==> src/rtl/divider_unit.sv <==
// Sequential unsigned restoring divider (DIVU): one quotient bit per clock,
// quotient lands in LO and remainder in HI when the iteration finishes.
module divider_unit #(
    parameter int WIDTH = 32
) (
    input  logic             clk,
    input  logic             reset,
    input  logic             start,
    input  logic [WIDTH-1:0] dataA,
    input  logic [WIDTH-1:0] dataB,
    input  logic             readHi,
    output logic             busy,
    output logic             done,
    output logic             divByZero,
    output logic [WIDTH-1:0] hi,
    output logic [WIDTH-1:0] lo,
    output logic [WIDTH-1:0] dataOut
);
    localparam int CW = $clog2(WIDTH);
    localparam logic [CW-1:0] LAST = CW'(WIDTH - 1);

    typedef enum logic [1:0] {S_IDLE, S_RUN, S_DONE} state_t;

    state_t           r_state;
    logic [WIDTH-1:0] r_rem;
    logic [WIDTH-1:0] r_quo;
    logic [WIDTH-1:0] r_div;
    logic [CW-1:0]    r_cnt;
    logic             r_busy;
    logic             r_done;
    logic             r_dbz;
    logic [WIDTH-1:0] r_hi;
    logic [WIDTH-1:0] r_lo;

    logic [WIDTH:0]   w_t;
    logic             w_ge;
    logic [WIDTH-1:0] w_rem_nxt;
    logic [WIDTH-1:0] w_quo_nxt;

    // The partial remainder always ends below the divisor, so it fits in WIDTH
    // bits between steps; only the shifted trial value needs the extra bit.
    assign w_t       = {r_rem, r_quo[WIDTH-1]};
    assign w_ge      = (w_t >= {1'b0, r_div});
    assign w_rem_nxt = w_ge ? WIDTH'(w_t - {1'b0, r_div}) : w_t[WIDTH-1:0];
    assign w_quo_nxt = {r_quo[WIDTH-2:0], w_ge};

    always_ff @(posedge clk) begin
        if (reset) begin
            r_state <= S_IDLE;
            r_rem   <= '0;
            r_quo   <= '0;
            r_div   <= '0;
            r_cnt   <= '0;
            r_busy  <= 1'b0;
            r_done  <= 1'b0;
            r_dbz   <= 1'b0;
            r_hi    <= '0;
            r_lo    <= '0;
        end else begin
            case (r_state)
                S_IDLE, S_DONE: begin
                    r_done <= 1'b0;
                    if (start) begin
                        r_div   <= dataB;
                        r_quo   <= dataA;
                        r_rem   <= '0;
                        r_cnt   <= '0;
                        r_busy  <= 1'b1;
                        r_state <= S_RUN;
                    end else begin
                        r_state <= S_IDLE;
                    end
                end
                S_RUN: begin
                    r_rem <= w_rem_nxt;
                    r_quo <= w_quo_nxt;
                    r_cnt <= r_cnt + 1'b1;
                    if (r_cnt == LAST) begin
                        r_hi    <= w_rem_nxt;
                        r_lo    <= w_quo_nxt;
                        r_dbz   <= (r_div == '0);
                        r_done  <= 1'b1;
                        r_busy  <= 1'b0;
                        r_state <= S_DONE;
                    end
                end
                default: r_state <= S_IDLE;
            endcase
        end
    end

    assign busy      = r_busy;
    assign done      = r_done;
    assign divByZero = r_dbz;
    assign hi        = r_hi;
    assign lo        = r_lo;
    assign dataOut   = readHi ? r_hi : r_lo;
endmodule
==> config.mk <==
export PLATFORM = sky130hd
export DESIGN_NAME = divider_unit
export DESIGN_NICKNAME = d
export VERILOG_FILES = /design/src/rtl/divider_unit.sv
export SDC_FILE = /design/constraint.sdc
export NUM_CORES = 1
export LEC_CHECK = 0
export CORE_UTILIZATION = 52
export DETAILED_ROUTE_END_ITERATION = 12
export PLACE_DENSITY = 0.82
export SLEW_MARGIN = 20
export SYNTH_ARGS = -nofsm -noshare
export SYNTH_HDL_FRONTEND = slang
export SYNTH_SLANG_ARGS = --single-unit
==> constraint.sdc <==
create_clock -name clk -period 3.1 [get_ports clk]
set_input_delay 0.31 -clock clk [delete_from_list [all_inputs] [get_ports clk]]
set_output_delay 0.31 -clock clk [all_outputs]
set_load 0.005 [all_outputs]
==> impl_metrics.csv, run 1 <==
group,metric,value,unit
synthesis,syn_inst,964,
timing,finalCriticalPeriod,2890,ps
timing,tightest_slew,839,ps
timing,finClkSkew,8.53,ps
pwr,pwr-share-seq,26.5,%
pwr,swShare,42.2,%
global_routing,antenna_found_initial,0,
timing,drv_slew,0,
min_path,hold_path.class,"input port to flip-flop",
timing,fin_crit_sh,93.1,%
clock_network,cts-htree-levels,4,
synthesis,syn_area,8260,um^2
clock_network,max-clock-path-buffers,2,
status,outcome,"finished, final reports clean",
placement,dp_worst_setup_slack,184,ps
synthesis,ys_types,62,
layout,diodes,0,
pwr,p_switching,4.08,mW
pwr,intPower,5.59,mW
pwr,power,9.67,mW
detailed_routing,drt_first_pass_iters,5,
placement,dpl_cell_area,10100,um^2
detailed_routing,via_per_inst,5.88,
layout,layout-drive-gt1-share,9.78,%
floorplanning,core_area,15400,um^2
global_routing,grt_pass1_vias,7477,
global_routing,grt_use_met1,37.0,%
setup_path,crit_fanout,23,
timing,finalSetupViolations,0,
detailed_routing,wirelength,24500,um
placement,hpwlAfterDp,17700,um
setup_path,crit_type,"flip-flop to flip-flop",
global_routing,busiest_layer,"met2",
setup_path,start_kind,"flip-flop",
detailed_routing,first_iter_violations,620,
synthesis,ys_seq_area_share,41.2,%
run,drv_cap,0,
placement,io_buffers,166,
detailed_routing,ant_nets,0,
global_routing,grt_max_degree,75,
layout,final_area,10800,um^2
detailed_routing,route.detailed.drc,0,
timing,tns,0,ps
pwr,comb_power_share,52.0,%
synthesis,synth-edff-count,0,
timing,finalHoldViolCount,0,
clock_network,cts_tree,"built",
global_routing,met2_usage,51.7,%
floorplanning,io_pins,167,
detailed_routing,num_vias,7861,
clock_network,clkLatencyLatePin,430,ps
pwr,vdd_drop_max,0.000890,V
synthesis,ys_async_sr_fraction,0,%
synthesis,netlist_top_cells_area,"dfxtp_1 41%, nand2_1 7.8%, a21oi_1 5.7%",
clock_network,clockRootBuffer,"clkbuf_16",
synthesis,synth.avg_cell_area,8.57,um^2
setup_path,crit_top_cell,"a21oi_1",
layout,area_growth,30.2,%
timing,whs,421,ps
floorplanning,floorplan.rows,45,
layout,fin_nets,1215,
synthesis,synth_top_area_share,41.2,%
synthesis,synthesis.nets,1067,
setup_path,reg2reg_slack,210,ps
synthesis,yosysTopAreaCell,"dfxtp_1",
pwr,leakage,4.29,nW
timing,fmax,0.346,GHz
pwr,clock_power_share,21.5,%
setup_path,cpMaxStageDelayCell,"dfxtp_1",
global_routing,track_usage,30.2,%
setup_path,crit_chain,"ha_1, a21oi_1, o221ai_1, a21oi_1, a21bo_2, a31oi_4, buf_12, mux2i_1, o21ai_0",
timing,rsz0062_at_grt,"false",
synthesis,synthTopCellsByCount,"171 x nand2_1, 170 x dfxtp_1, 94 x a21oi_1, 53 x o21ai_0, 46 x clkbuf_1",
setup_path,startpoint,"r_rem[21]$_SDFFE_PP0P_",
setup_path,end_kind,"flip-flop",
setup_path,timing.rr.start,"r_rem[21]$_SDFFE_PP0P_",
clock_network,clk_pin_slew_worst_paths,70,ps
global_routing,use_met3,6.51,%
setup_path,cp.arrival,3190,ps
detailed_routing,wl_per_cell,18.4,um
global_routing,grt_pass1_wl,38600,um
setup_path,worstPathRequired,3400,ps
timing,setup_ws,213,ps
timing,relSlewSlack,44.0,%
global_routing,grt_overflow_total,0,
floorplanning,die_w,128,um
synthesis,synth_most_common_cell,"nand2_1",
synthesis,yosys_most_used_dff,"dfxtp_1",
setup_path,slowest_delay,450,ps
pwr,power_density,900,nW/um^2
synthesis,synth_seq_cells,170,
min_path,worstHoldStart,"reset",
floorplanning,start_util,53.7,%
clock_network,cts_buffers,17,
clock_network,clock_sinks,170,
floorplanning,fp.dieArea,16400,um^2
placement,globalplace.congestion,0.938,
synthesis,yosys_warnings,0,
floorplanning,dieHeight,128,um
## area by class of cell
| cell class | instances | area [um^2] |
|---|---|---|
| repair buffers | 192 | 1860 |
| well taps | 211 | 264 |
| flip-flops and latches | 170 | 3400 |
| inverters | 39 | 146 |
| multi-input cells | 692 | 4490 |
| fillers | 1230 | 4620 |
| clock buffers | 18 | 439 |
| clock inverters | 14 | 143 |
## per-layer routing
layer / up-vias / wire length (um)
met2: 356 / 12000
li1: 3755 / -
met4: 0 / 726
met5: - / 0
met1: 3692 / 10200
met3: 58 / 1550
## flip-flops by register name, summed over array words and instances (netlist names)
| signal | cells |
|---|---|
| busy | 1 |
| divByZero | 1 |
| done | 1 |
| hi | 32 |
| lo | 32 |
| r_cnt | 5 |
| r_div | 32 |
| r_quo | 32 |
| r_rem | 32 |
| r_state | 2 |
## power by group through the flow
stage,Sequential (mW),Clock (mW),Combinational (mW)
3_3_place_gp,2.60,0,4.74
4_1_cts,2.55,2.10,4.85
3_5_place_dp,2.60,0,4.82
5_1_grt,2.58,2.20,5.39
6_report,2.57,2.08,5.03
2_1_floorplan,2.52,0,3.76
## per-stage QoR
stage	utilization [%]	instances
2_1_floorplan	-	964
3_3_place_gp	66.0	1302
3_5_place_dp	66.0	1302
4_1_cts	69.8	1334
5_1_grt	69.9	1336
6_report	69.9	1336
## final timing paths
kind                                                to  cells after the start
worst min register to register  r_quo[31]$_SDFFE_PP0P_                      2
worst min-delay path             r_rem[0]$_SDFFE_PP0P_                      4
worst max register to register   r_rem[5]$_SDFFE_PP0P_                      9
worst max-delay path             r_rem[5]$_SDFFE_PP0P_                      9
## placed cells by master, fill, tap and decap left out, types with 3 or more instances in the layout
cell	Yosys	layout
nand4_1	15	15
dfxtp_1	170	170
a21o_1	6	6
clkdlybuf4s50_1	0	165
a22oi_1	34	34
o21ai_1	30	30
nor4_1	11	11
nor3_1	10	9
a22o_1	33	33
a21oi_1	94	93
xor2_1	8	8
inv_6	0	8
mux2i_1	25	25
nor2_1	24	23
nand3_1	6	6
nor2b_1	5	3
nand2b_1	7	7
xnor2_1	20	20
inv_1	39	39
o21bai_1	6	6
clkbuf_16	0	17
a31oi_1	3	3
ha_1	34	34
mux2_2	33	33
nand3b_1	3	3
o21ai_0	53	53
o21a_1	8	8
buf_4	2	25
nand2_1	171	171
a32oi_1	15	15
## logic make-up after synthesis
kind of cell / count (synthesis) / share of synthesized area, %
AO/OA/AOI/OAI: 310 / 24.4
flip-flops: 170 / 41.2
buffers and inverters: 102 / 4.86
AND/OR/NAND/NOR: 261 / 13.7
XOR/XNOR: 28 / 2.97
multiplexers: 58 / 7.53
adder cells (fa/ha/maj): 35 / 5.39
## worst max-delay path, delay by kind of cell, from the launching register on
family,cells,cell delay [ps]
adder cells (fa/ha/maj),1,360
AO/OA/AOI/OAI,6,1400
flip-flops,1,450
multiplexers,1,280
buffers and inverters,1,240
## timing repair
| action | in CTS | in global routing |
|---|---|---|
| setup endpoints to repair | 0 | 15 |
| resized for setup | 0 | 1 |
| hold buffers | 0 | 0 |
| setup buffers | 0 | 2 |
Power figures use the tool's default switching activity.
==> run 2: changes to the inputs <==
--- a/config.mk
+++ b/config.mk
@@ -7,7 +7,8 @@
 export LEC_CHECK = 0
 export CORE_UTILIZATION = 52
 export DETAILED_ROUTE_END_ITERATION = 12
-export PLACE_DENSITY = 0.82
+export PLACE_DENSITY = 0.81
+export REMOVE_ABC_BUFFERS = 1
 export SLEW_MARGIN = 20
 export SYNTH_ARGS = -nofsm -noshare
 export SYNTH_HDL_FRONTEND = slang
==> impl_metrics.csv, run 2 (synthesis results as in run 1) <==
group,metric,value,unit
status,outcome,"finished, final reports clean",
timing,finalHoldViolCount,0,
clock_network,cts-htree-levels,4,
floorplanning,dieHeight,128,um
clock_network,clock_sinks,170,
detailed_routing,num_vias,7648,
layout,fill_cells,1237,
layout,fin_nets,1208,
timing,setup_ws,229,ps
placement,dp_worst_setup_slack,297,ps
floorplanning,core_area,15400,um^2
global_routing,track_usage,28.5,%
clock_network,cts_buffers,17,
clock_network,post-cts-setup-buffers,0,
timing,tightest_slew,700,ps
clock_network,max-clock-path-buffers,2,
setup_path,timing.rr.start,"r_div[1]$_SDFFE_PP0P_",
floorplanning,floorplan.rows,45,
run,drv_cap,0,
detailed_routing,wl_per_cell,17.2,um
floorplanning,die_w,128,um
layout,most-common-layout-cells,"171 x nand2_1, 170 x dfxtp_1, 165 x clkdlybuf4s50_1",
min_path,hold_path.class,"input port to flip-flop",
timing,relSlewSlack,53.4,%
placement,globalplace.congestion,0.973,
pwr,vdd_drop_max,0.00105,V
floorplanning,fp.dieArea,16400,um^2
layout,area_growth,29.8,%
detailed_routing,first_iter_violations,573,
timing,finClkSkew,9.34,ps
timing,tns,0,ps
pwr,leakage,4.27,nW
layout,diodes,0,
placement,hpwlAfterDp,16600,um
placement,io_buffers,166,
clock_network,cts_tree,"built",
pwr,power_density,891,nW/um^2
timing,rsz0062_at_grt,"false",
setup_path,crit_end,"r_rem[27]$_SDFFE_PP0P_",
timing,finalSetupViolations,0,
timing,fmax,0.348,GHz
pwr,power,9.55,mW
clock_network,clk_pin_slew_worst_paths,70,ps
detailed_routing,via_per_inst,5.75,
clock_network,hold_buffers,0,
detailed_routing,drt_first_pass_iters,5,
global_routing,grt_overflow_total,0,
global_routing,grt_pass1_wl,36800,um
setup_path,reg2reg_depth,11,
floorplanning,io_pins,167,
detailed_routing,wirelength,22900,um
setup_path,reg2reg_slack,230,ps
timing,finalCriticalPeriod,2870,ps
setup_path,crit_fanout,4,
setup_path,cp.arrival,3170,ps
timing,drv_slew,0,
setup_path,start_kind,"flip-flop",
setup_path,crit_type,"flip-flop to flip-flop",
global_routing,grt_pass1_vias,7315,
layout,layout_commonest_cell,"nand2_1",
setup_path,end_kind,"flip-flop",
detailed_routing,ant_nets,0,
global_routing,antenna_found_initial,0,
setup_path,startpoint,"r_div[1]$_SDFFE_PP0P_",
timing,fin_crit_sh,92.6,%
clock_network,clockRootBuffer,"clkbuf_16",
clock_network,clkLatencyLatePin,430,ps
setup_path,r2r_end,"r_rem[27]$_SDFFE_PP0P_",
clock_network,ctsResizeCount,0,
setup_path,worstPathRequired,3400,ps
global_routing,grt_max_degree,64,
layout,layout-drive-gt1-share,9.12,%
floorplanning,start_util,53.7,%
detailed_routing,route.detailed.drc,0,
[run 2: metal layers]
layer	wire, um	GRT usage, %	vias to the layer above	share of wire (%)
li1	-	-	3732	-
met3	1170	5.22	54	5.1
met5	0	0	-	0
met1	9510	33.7	3587	42
met2	11400	50.5	275	50
met4	788	12.2	0	3.4
[run 2: critical path, cell delays in order, from the launching register on]
cell and delay, ps:
dfxtp_1 370, inv_1 90, ha_1 290, nor2b_1 140
o31a_2 320, o211ai_1 230, a21oi_1 130, o311ai_0 430
buf_4 190, a31oi_1 100, xnor2_1 310, o21ai_0 140
[run 2: worst min-delay path by stage]
stage	cells after the start	from	slack (ps)	to
after floorplan	1	reset	380	r_cnt[2]$_SDFFE_PP0P_
after global placement	2	r_quo[31]$_SDFFE_PP0P_	450	r_quo[31]$_SDFFE_PP0P_
after detailed placement	2	divByZero$_SDFFE_PP0P_	450	divByZero$_SDFFE_PP0P_
after CTS	2	reset	220	r_cnt[4]$_SDFFE_PP0P_
after global routing	2	reset	240	r_cnt[4]$_SDFFE_PP0P_
final	2	reset	230	r_cnt[4]$_SDFFE_PP0P_
[run 2: where the power goes]
part | internal, mW | switching [mW]
combinational | 2.08 | 2.79
clock | 1.15 | 0.982
sequential | 2.36 | 0.184
total | 5.60 | 3.95
[run 2: area by class of cell]
type / count / area, um^2 / share of cell area [%]
Tap cell: 211 / 264 / 2.46
Sequential cell: 170 / 3400 / 31.7
Timing Repair Buffer: 185 / 1820 / 17.0
Multi-Input combinational cell: 692 / 4490 / 41.8
Clock inverter: 15 / 171 / 1.60
Clock buffer: 17 / 425 / 3.97
Inverter: 39 / 146 / 1.37
[run 2: per-stage QoR]
step | instances | util (%) | hold WS [ps] | area, um^2
4_1_cts | 1329 | 69.8 | 219 | 10700
3_3_place_gp | 1297 | 65.9 | 446 | 10100
2_1_floorplan | 901 | - | 379 | 8000
3_5_place_dp | 1297 | 65.9 | 448 | 10100
5_1_grt | 1329 | 69.8 | 238 | 10700
6_report | 1329 | 69.8 | 231 | 10700
==> run 3: changes to the inputs <==
--- a/config.mk
+++ b/config.mk
@@ -5,6 +5,7 @@
 export SDC_FILE = /design/constraint.sdc
 export NUM_CORES = 1
 export LEC_CHECK = 0
+export ABC_CLOCK_PERIOD_IN_PS = 3100
 export CORE_UTILIZATION = 52
 export DETAILED_ROUTE_END_ITERATION = 12
 export PLACE_DENSITY = 0.81
==> results of run 3 <==
Final layout, timing and power as in run 2 (identical DEF).
